--- config.mk ---
export PLATFORM = sky130hd
export DESIGN_NAME = instr_fetch_buffer
export DESIGN_NICKNAME = d
export VERILOG_FILES = /design/src/rtl/instr_fetch_buffer.sv
export SDC_FILE = /design/constraint.sdc
export NUM_CORES = 1
export LEC_CHECK = 0
export ABC_CLOCK_PERIOD_IN_PS = 8400
export BUFFER_PORTS_ARGS = -buffer_cell sky130_fd_sc_hd__buf_2
export CORE_UTILIZATION = 60
export DETAILED_ROUTE_END_ITERATION = 8
export PLACE_DENSITY = 0.92
export SLEW_MARGIN = 20
export SYNTH_ARGS = -nofsm -noshare
export SYNTH_HDL_FRONTEND = slang
export SYNTH_SLANG_ARGS = --single-unit
--- constraint.sdc ---
create_clock -name CLK -period 8.4 [get_ports CLK]
set_clock_uncertainty 0.05 [all_clocks]
set_input_delay 0.84 -clock CLK [delete_from_list [all_inputs] [get_ports CLK]]
set_output_delay 0.84 -clock CLK [all_outputs]
set_load 0.02 [all_outputs]
--- src/rtl/instr_fetch_buffer.sv ---
// Fetch stage: owns the fetch PC, issues in-order instruction memory requests and
// buffers returned words with their PC for decode, flushing on redirect.
module instr_fetch_buffer #(
  parameter logic [31:0] RESET_PC = 32'h0000_0000,
  parameter int          DEPTH    = 2
) (
  input  logic        CLK,
  input  logic        RESET,
  output logic        IMEM_REQ,
  output logic [31:0] IMEM_ADDR,
  input  logic        IMEM_READY,
  input  logic        IMEM_RVALID,
  input  logic [31:0] IMEM_RDATA,
  input  logic        STALL,
  input  logic        REDIRECT,
  input  logic [31:0] REDIRECT_PC,
  output logic [31:0] INSTRUCTION,
  output logic [31:0] PC_OUT,
  output logic        INSTR_VALID
);
  localparam int          AW     = $clog2(DEPTH);
  localparam int          CW     = AW + 1;
  localparam logic [31:0] NOP    = 32'h0000_0013;
  localparam logic [CW:0] CREDIT = (CW+1)'(DEPTH);

  logic [31:0]   fetch_pc;
  logic [CW-1:0] count;
  logic [CW-1:0] outstanding;
  logic [CW-1:0] drop;
  logic [AW-1:0] buf_wr, buf_rd;
  logic [AW-1:0] pcq_wr, pcq_rd;
  logic [31:0]   buf_pc   [DEPTH];
  logic [31:0]   buf_word [DEPTH];
  logic [31:0]   pcq      [DEPTH];
  logic [CW:0]   in_use;
  logic          accept, push, pop;

  // Buffered plus in-flight words never exceed DEPTH, so a response always has a slot.
  assign in_use      = {1'b0, count} + {1'b0, outstanding};
  assign IMEM_REQ    = !RESET && !REDIRECT && (in_use < CREDIT);
  assign IMEM_ADDR   = fetch_pc;
  assign accept      = IMEM_REQ && IMEM_READY;
  assign push        = IMEM_RVALID && (drop == '0) && !REDIRECT;
  assign pop         = INSTR_VALID && !STALL && !REDIRECT;

  assign INSTR_VALID = (count != '0);
  assign INSTRUCTION = INSTR_VALID ? buf_word[buf_rd] : NOP;
  assign PC_OUT      = INSTR_VALID ? buf_pc[buf_rd] : 32'h0;

  always_ff @(posedge CLK or posedge RESET) begin
    if (RESET) begin
      fetch_pc    <= RESET_PC;
      count       <= '0;
      outstanding <= '0;
      drop        <= '0;
      buf_wr      <= '0;
      buf_rd      <= '0;
      pcq_wr      <= '0;
      pcq_rd      <= '0;
    end else begin
      if (accept)      pcq_wr <= pcq_wr + AW'(1);
      if (IMEM_RVALID) pcq_rd <= pcq_rd + AW'(1);
      outstanding <= outstanding + CW'(accept) - CW'(IMEM_RVALID);

      if (REDIRECT) begin
        // Every word still in flight belongs to the old path; a same-cycle response is discarded here.
        fetch_pc <= {REDIRECT_PC[31:2], 2'b00};
        count    <= '0;
        buf_wr   <= '0;
        buf_rd   <= '0;
        drop     <= outstanding - CW'(IMEM_RVALID);
      end else begin
        if (accept) fetch_pc <= fetch_pc + 32'd4;
        if (push)   buf_wr   <= buf_wr + AW'(1);
        if (pop)    buf_rd   <= buf_rd + AW'(1);
        count <= count + CW'(push) - CW'(pop);
        if (IMEM_RVALID && (drop != '0)) drop <= drop - CW'(1);
      end
    end
  end

  always_ff @(posedge CLK) begin
    if (accept) pcq[pcq_wr] <= fetch_pc;
    if (push) begin
      buf_pc[buf_wr]   <= pcq[pcq_rd];
      buf_word[buf_wr] <= IMEM_RDATA;
    end
  end

endmodule

==> run_results.csv, run 1 <==
group,metric,value,unit
pwr,p_per_area,284,mW/mm^2
job,cap_violations,0,
logic_synthesis,synth_top_area_cell,"edfxtp_1",
timing,clock.fmax,0.259,GHz
logic_synthesis,netlist_instances,638,
logic_synthesis,ys.flop_type,"edfxtp_1",
die,core,0.0152,sq mm
grt,grt_start_max_net_pins,65,
route,wirelength,19700,um
route,dr.pass1.iters,5,
logic_synthesis,syn_avg_cell_area,14.7,sq um
placed_design,dp_hpwl,12200,um
logic_synthesis,synth.most_common_cell,"edfxtp_1",
timing,hold_violations,0,
logic_synthesis,synth_edf_count,184,
route,dr.first_iter.drc_count,617,
grt,antenna_found_initial,1,
timing,max_slew_margin,39.6,%
pwr,leakagePower,4.18,nW
worst_setup_path,worstSetupStartpointType,"flop",
worst_setup_path,r2r_setup_slack,4540,ps
die,die_w,127,um
route,wire_per_inst,19.6,um
clock_tree,tritoncts,"built",
worst_setup_path,cp.required,8510,ps
grt,grtUsageTotal,24.4,%
worst_setup_path,crit_slowest_cell,"nor2_2",
worst_setup_path,criticalPathCategory,"reg -> reg",
layout,nets,878,
timing,worst_pin_slew,906,ps
timing,finalSetupTns,0,ps
layout,num-fill-cells,958,
clock_tree,clockBufferDepth,3,
worst_setup_path,crit_path_max_incr_delay,670,ps
placed_design,finalWeightedCongestion,0.887,
grt,grt_first_pass_wirelength,30600,um
worst_setup_path,endpoint_kind,"flop",
clock_tree,cts_resized,0,
die,start_util,61.6,%
logic_synthesis,yosysWarnings,0,
grt,grt_pass1_vias,5919,
worst_setup_path,critPathArrivalTime,3980,ps
clock_tree,worstSkewPairLatency,490,ps
clock_tree,postCtsSetupBuffers,0,
route,drc,0,
layout,area_growth,18.6,%
die,ios,168,
die,dieArea,0.0161,sq mm
logic_synthesis,ys_ff_latch,224,
logic_synthesis,synth_cell_type_count,54,
logic_synthesis,yosysSeqAreaShare,69.7,%
outcome,outcome,"complete, no violations",
clock_tree,numCtsBuffers,22,
layout,utilization,73.0,%
timing,min_period,3860,ps
clock_tree,hold_buffers,0,
route,vias,6139,
timing,fin_crit_sh,46.0,%
logic_synthesis,ys_async_sr_fraction,17.9,%
placed_design,io_buffers,161,
logic_synthesis,synth_top_cell_area_share,59.0,%
layout,seqCellArea,0.00653,sq mm
layout,drive_gt1_share,30.6,%
worst_setup_path,cp_max_fo,25,
timing,setup_viol,0,
logic_synthesis,ys_top_cells_by_count,"edfxtp_1, nor2_1, mux2i_1, dfrtp_1, mux2_2",
clock_tree,cts_root_buf,"clkbuf_16",
min_path,hp-class,"in -> async",
clock_tree,numClockSinks,224,
grt,grt-ovfl-total,0,
timing,rsz0062_at_grt,"no",
die,die_height,127,um
worst_setup_path,crit_buf_inv,3,
worst_setup_path,path_cells,"and2_1 > fa_1 > or4_4 > clkinv_2 > and2_4 > inv_2 > nor2_2 > buf_4",
clock_tree,cts_htree_levels,1,
route,viasPerCell,6.11,
route,detail-route-antenna-nets,0,
timing,maxSlewViolCount,0,
logic_synthesis,syn_area,0.00936,sq mm
layout,multi_input_area,0.00264,sq mm
logic_synthesis,synthTopCellsByArea,"edfxtp_1, dfrtp_1, mux2i_1, mux2_2, nor2_1",
die,rows,45,
clock_tree,clk_pin_slew,60,ps
pwr,peakVddDrop,0.000130,V
worst_setup_path,critical_path.top_delay_family,"simple AND/OR/NAND/NOR gates",
==> cells by family (layout without fill, tap and decap cells) <==
group,Yosys count,count (layout),synth area share [%]
AND/OR/NAND/NOR,191,191,10.1
flip-flops,224,224,69.7
multiplexers,95,95,10.6
AO/OA/AOI/OAI,59,59,5.19
XOR/XNOR,9,9,0.842
buffers and inverters,51,226,2.43
adder cells (fa/ha/maj),8,8,1.15
other,1,5,0.0401
==> state kept, by name (all words and copies together) (netlist names) <==
signal	flops
pcq_rd	1
drop	2
IMEM_ADDR	30
count	2
buf_word	64
buf_wr	1
pcq	60
buf_pc	60
outstanding	2
buf_rd	1
pcq_wr	1
==> layer usage <==
layer  share of wire, %  up-vias  global-route usage (%)  wire [um]
li1                   -     2746                       -          -
met1                 38     2920                    31.2       7540
met2                 49      413                    42.0       9760
met3                 10       60                    5.23       1980
met5                  0        -                       0          0
met4                2.3        0                    7.84        459
==> report_power, final <==
group          internal [mW]  total [mW]  switching [mW]  leakage [nW]
registers               1.35        1.46           0.107          2.16
logic                  0.270       0.708           0.437          1.67
clock network          0.591       0.981           0.390         0.358
==> cell usage in the layout (no fill, tap or decap), types with 19 or more instances in the layout <==
master       n
edfxtp_1   184
buf_2      161
nor2_1      69
mux2i_1     65
dfrtp_1     39
mux2_2      30
nand2_1     28
clkbuf_16   23
nand3_1     22
nand4_1     19
==> per-stage QoR <==
stage | power (mW) | worst slack [ps] | area, sq um | instances | hold slack, ps
after floorplan | 1.94 | 3740 | 9370 | 641 | 410
after global routing | 3.28 | 4390 | 11100 | 1004 | 381
final | 3.15 | 4540 | 11100 | 1005 | 353
after CTS | 3.16 | 4550 | 11100 | 1003 | 345
after global placement | 2.15 | 4370 | 10300 | 963 | 458
after detailed placement | 2.17 | 4280 | 10300 | 963 | 469
==> path summary, 6_finish.rpt <==
| kind | startpoint | to | cells past startpoint |
|---|---|---|---|
| min in group CLK | outstanding[0] | outstanding[0] | 1 |
| max in group asynchronous | RESET | buf_rd | 3 |
| setup / recovery | count[0] | pcq[0][15] | 8 |
| hold reg to reg | outstanding[0] | outstanding[0] | 1 |
| setup reg to reg | count[0] | pcq[0][15] | 8 |
| hold / removal | RESET | IMEM_ADDR[31] | 2 |
==> cell type report <==
cell class | instances | area share, %
Timing Repair Buffer | 170 | 8.05
Tap cell | 188 | 2.12
Clock buffer | 32 | 5.76
Antenna cell | 1 | 0.0225
Inverter | 16 | 0.552
Sequential cell | 224 | 58.8
Clock inverter | 8 | 0.857
Multi-Input combinational cell | 366 | 23.8
(Power assumes the default switching activity.)
==> run 2: changes to the inputs <==
--- a/config.mk
+++ b/config.mk
@@ -5,11 +5,12 @@
 export SDC_FILE = /design/constraint.sdc
 export NUM_CORES = 1
 export LEC_CHECK = 0
-export ABC_CLOCK_PERIOD_IN_PS = 8400
+export ABC_AREA = 1
+export ABC_CLOCK_PERIOD_IN_PS = 4000
 export BUFFER_PORTS_ARGS = -buffer_cell sky130_fd_sc_hd__buf_2
-export CORE_UTILIZATION = 60
+export CORE_UTILIZATION = 56
 export DETAILED_ROUTE_END_ITERATION = 8
-export PLACE_DENSITY = 0.92
+export PLACE_DENSITY = 0.87
 export SLEW_MARGIN = 20
 export SYNTH_ARGS = -nofsm -noshare
 export SYNTH_HDL_FRONTEND = slang
==> constraint.sdc (replaced) <==
create_clock -name CLK -period 4 [get_ports CLK]
set_clock_uncertainty 0.05 [all_clocks]
set_input_delay 0.4 -clock CLK [delete_from_list [all_inputs] [get_ports CLK]]
set_output_delay 0.4 -clock CLK [all_outputs]
set_load 0.02 [all_outputs]
==> run_results.csv, run 2 <==
group,metric,value,unit
outcome,outcome,"complete, no violations",
die,start_util,57.5,%
logic_synthesis,synthAdderAreaFrac,1.12,%
worst_setup_path,endpoint_kind,"primary output",
logic_synthesis,synth_compound_area_share,5.19,%
grt,grt_start_max_net_pins,65,
clock_tree,postCtsSetupBuffers,0,
layout,reg_top3,"buf_word x64, buf_pc x60, pcq x60",
logic_synthesis,synth.area.mux_share,3.53,%
logic_synthesis,syn_area,0.00957,sq mm
layout,fin_area,0.0113,sq mm
placed_design,io_buffers,161,
clock_tree,cts_root_buf,"clkbuf_16",
timing,finalSetupTns,0,ps
worst_setup_path,crit_slowest_cell,"nor2_4",
route,dr.first_iter.drc_count,485,
logic_synthesis,synth_top_area_cell,"edfxtp_1",
pwr,leakagePower,4.60,nW
clock_tree,clk_pin_slew,60,ps
logic_synthesis,ys.flop_type,"edfxtp_1",
layout,mostFrequentLayoutCell,"nand2_1",
job,cap_violations,0,
logic_synthesis,synth.most_common_cell,"nand2_1",
timing,maxSlewViolCount,0,
logic_synthesis,synth_top_cell_area_share,57.8,%
logic_synthesis,synthTopCellsByArea,"edfxtp_1, nand2_1, dfrtp_1, mux2_2, a21oi_1",
timing,worst_pin_slew,980,ps
timing,fin_crit_sh,67.8,%
clock_tree,cts_resized,0,
timing,min_period,2710,ps
placed_design,placed_cell_area,0.0106,sq mm
worst_setup_path,crit_buf_inv,2,
timing,max_slew_margin,34.7,%
die,ios,168,
worst_setup_path,path_cells,"nor2_4 > buf_4 > a21oi_1 > buf_2",
logic_synthesis,synth_top_family_by_area,"simple AND/OR/NAND/NOR gates",
layout,drive_gt1_share,25.7,%
timing,hold_violations,0,
route,dr.pass1.iters,5,
layout,layout_common_cells,"nand2_1, edfxtp_1, buf_2, a21oi_1",
logic_synthesis,netlist_instances,840,
timing,rsz0062_at_grt,"no",
logic_synthesis,ys_async_sr_fraction,17.9,%
placed_design,finalWeightedCongestion,0.887,
route,detail-route-antenna-nets,0,
worst_setup_path,crit_path_max_incr_delay,550,ps
clock_tree,worstSkewPairLatency,500,ps
pwr,power,6.49,mW
layout,largest_reg_flops,64,
clock_tree,cts_htree_levels,1,
placed_design,dp_hpwl,12700,um
worst_setup_path,worstSetupStartpointType,"flop",
die,die_w,133,um
timing,setup_viol,0,
route,drc,0,
layout,nets,1081,
die,rows,47,
timing,clock.fmax,0.369,GHz
pwr,peakVddDrop,0.000311,V
grt,antenna_found_initial,0,
worst_setup_path,cp_max_fo,30,
worst_setup_path,criticalPathCategory,"reg -> out",
logic_synthesis,yosysWarnings,0,
worst_setup_path,cp.required,3550,ps
worst_setup_path,critical_path.top_delay_family,"buffers and inverters",
die,die_height,133,um
layout,utilization,67.7,%
min_path,hp-class,"in -> async",
logic_synthesis,yosysSeqAreaShare,68.2,%
route,vias,6555,
logic_synthesis,synthSimpleGateAreaFrac,16.6,%
route,wire_per_inst,16.2,um
logic_synthesis,synth_edf_count,184,
logic_synthesis,syn_avg_cell_area,11.4,sq um
logic_synthesis,synth_xor_area_share,1.10,%
clock_tree,numClockSinks,224,
logic_synthesis,synth_cell_type_count,34,
clock_tree,numCtsBuffers,23,
layout,area_growth,17.8,%
worst_setup_path,critPathArrivalTime,2260,ps
grt,grtUsageTotal,22.9,%
grt,grt-ovfl-total,0,
route,wirelength,20100,um
route,viasPerCell,5.29,
logic_synthesis,ys_ff_latch,224,
die,core,0.0166,sq mm
logic_synthesis,ys_top_cells_by_count,"nand2_1, edfxtp_1, a21oi_1, inv_1, nand3_1",
clock_tree,tritoncts,"built",
grt,grt_pass1_vias,6136,
grt,grt_first_pass_wirelength,31600,um
layout,antenna_cells,0,
pwr,p_per_area,576,mW/mm^2
clock_tree,hold_buffers,0,
die,dieArea,0.0176,sq mm
clock_tree,clockBufferDepth,3,
layout,top_register,"buf_word",
run 2: cell type report:
cell class / instances / area [sq um]
Timing Repair Buffer: 170 / 886
Tap cell: 220 / 275
Multi-Input combinational cell: 528 / 2670
Inverter: 56 / 214
Fill cell: 1207 / 5370
Clock inverter: 10 / 55.1
Clock buffer: 31 / 637
Sequential cell: 224 / 6530
run 2: metrics by stage:
stage	cells	worst slack, ps	hold WS [ps]
floorplan	843	58.3	408
global placement	1198	1690	405
detailed placement	1198	1630	418
CTS	1239	1100	19.6
global route	1239	1110	10.8
finish	1239	1290	31.8
run 2: cells by family after synthesis:
family          count (synthesis)
mux                            30
buf+inv                        91
compound gates                 94
simple gates                  380
xor+xnor                       12
flops                         224
fa+ha+maj                       8
other cells                     1
run 2: power by group:
part	leakage (nW)	internal (mW)	total [mW]	switching, mW
Clock	0.340	1.12	1.96	0.840
Sequential	2.15	2.84	3.02	0.180
Combinational	2.11	0.505	1.51	1.01
Total	4.60	4.47	6.49	2.03
run 2: final timing paths:
path	startpoint	to	slack, ps	cells after the start
max in group asynchronous	RESET	IMEM_ADDR[26]	3030	3
setup reg to reg	count[0]	pcq[1][22]	1740	7
min in group CLK	IMEM_RDATA[17]	buf_word[0][17]	30	1
hold reg to reg	pcq_rd	pcq_rd	420	1
hold / removal	RESET	pcq_rd	30	2
setup / recovery	count[1]	INSTRUCTION[21]	1290	4
run 2: layer usage:
metal / wire length [um] / global-route usage, % / vias up
met5: 0 / 0 / -
met4: 477 / 7.92 / 0
met3: 1390 / 3.10 / 40
met2: 9600 / 38.4 / 252
met1: 8590 / 31.1 / 3099
li1: - / - / 3164
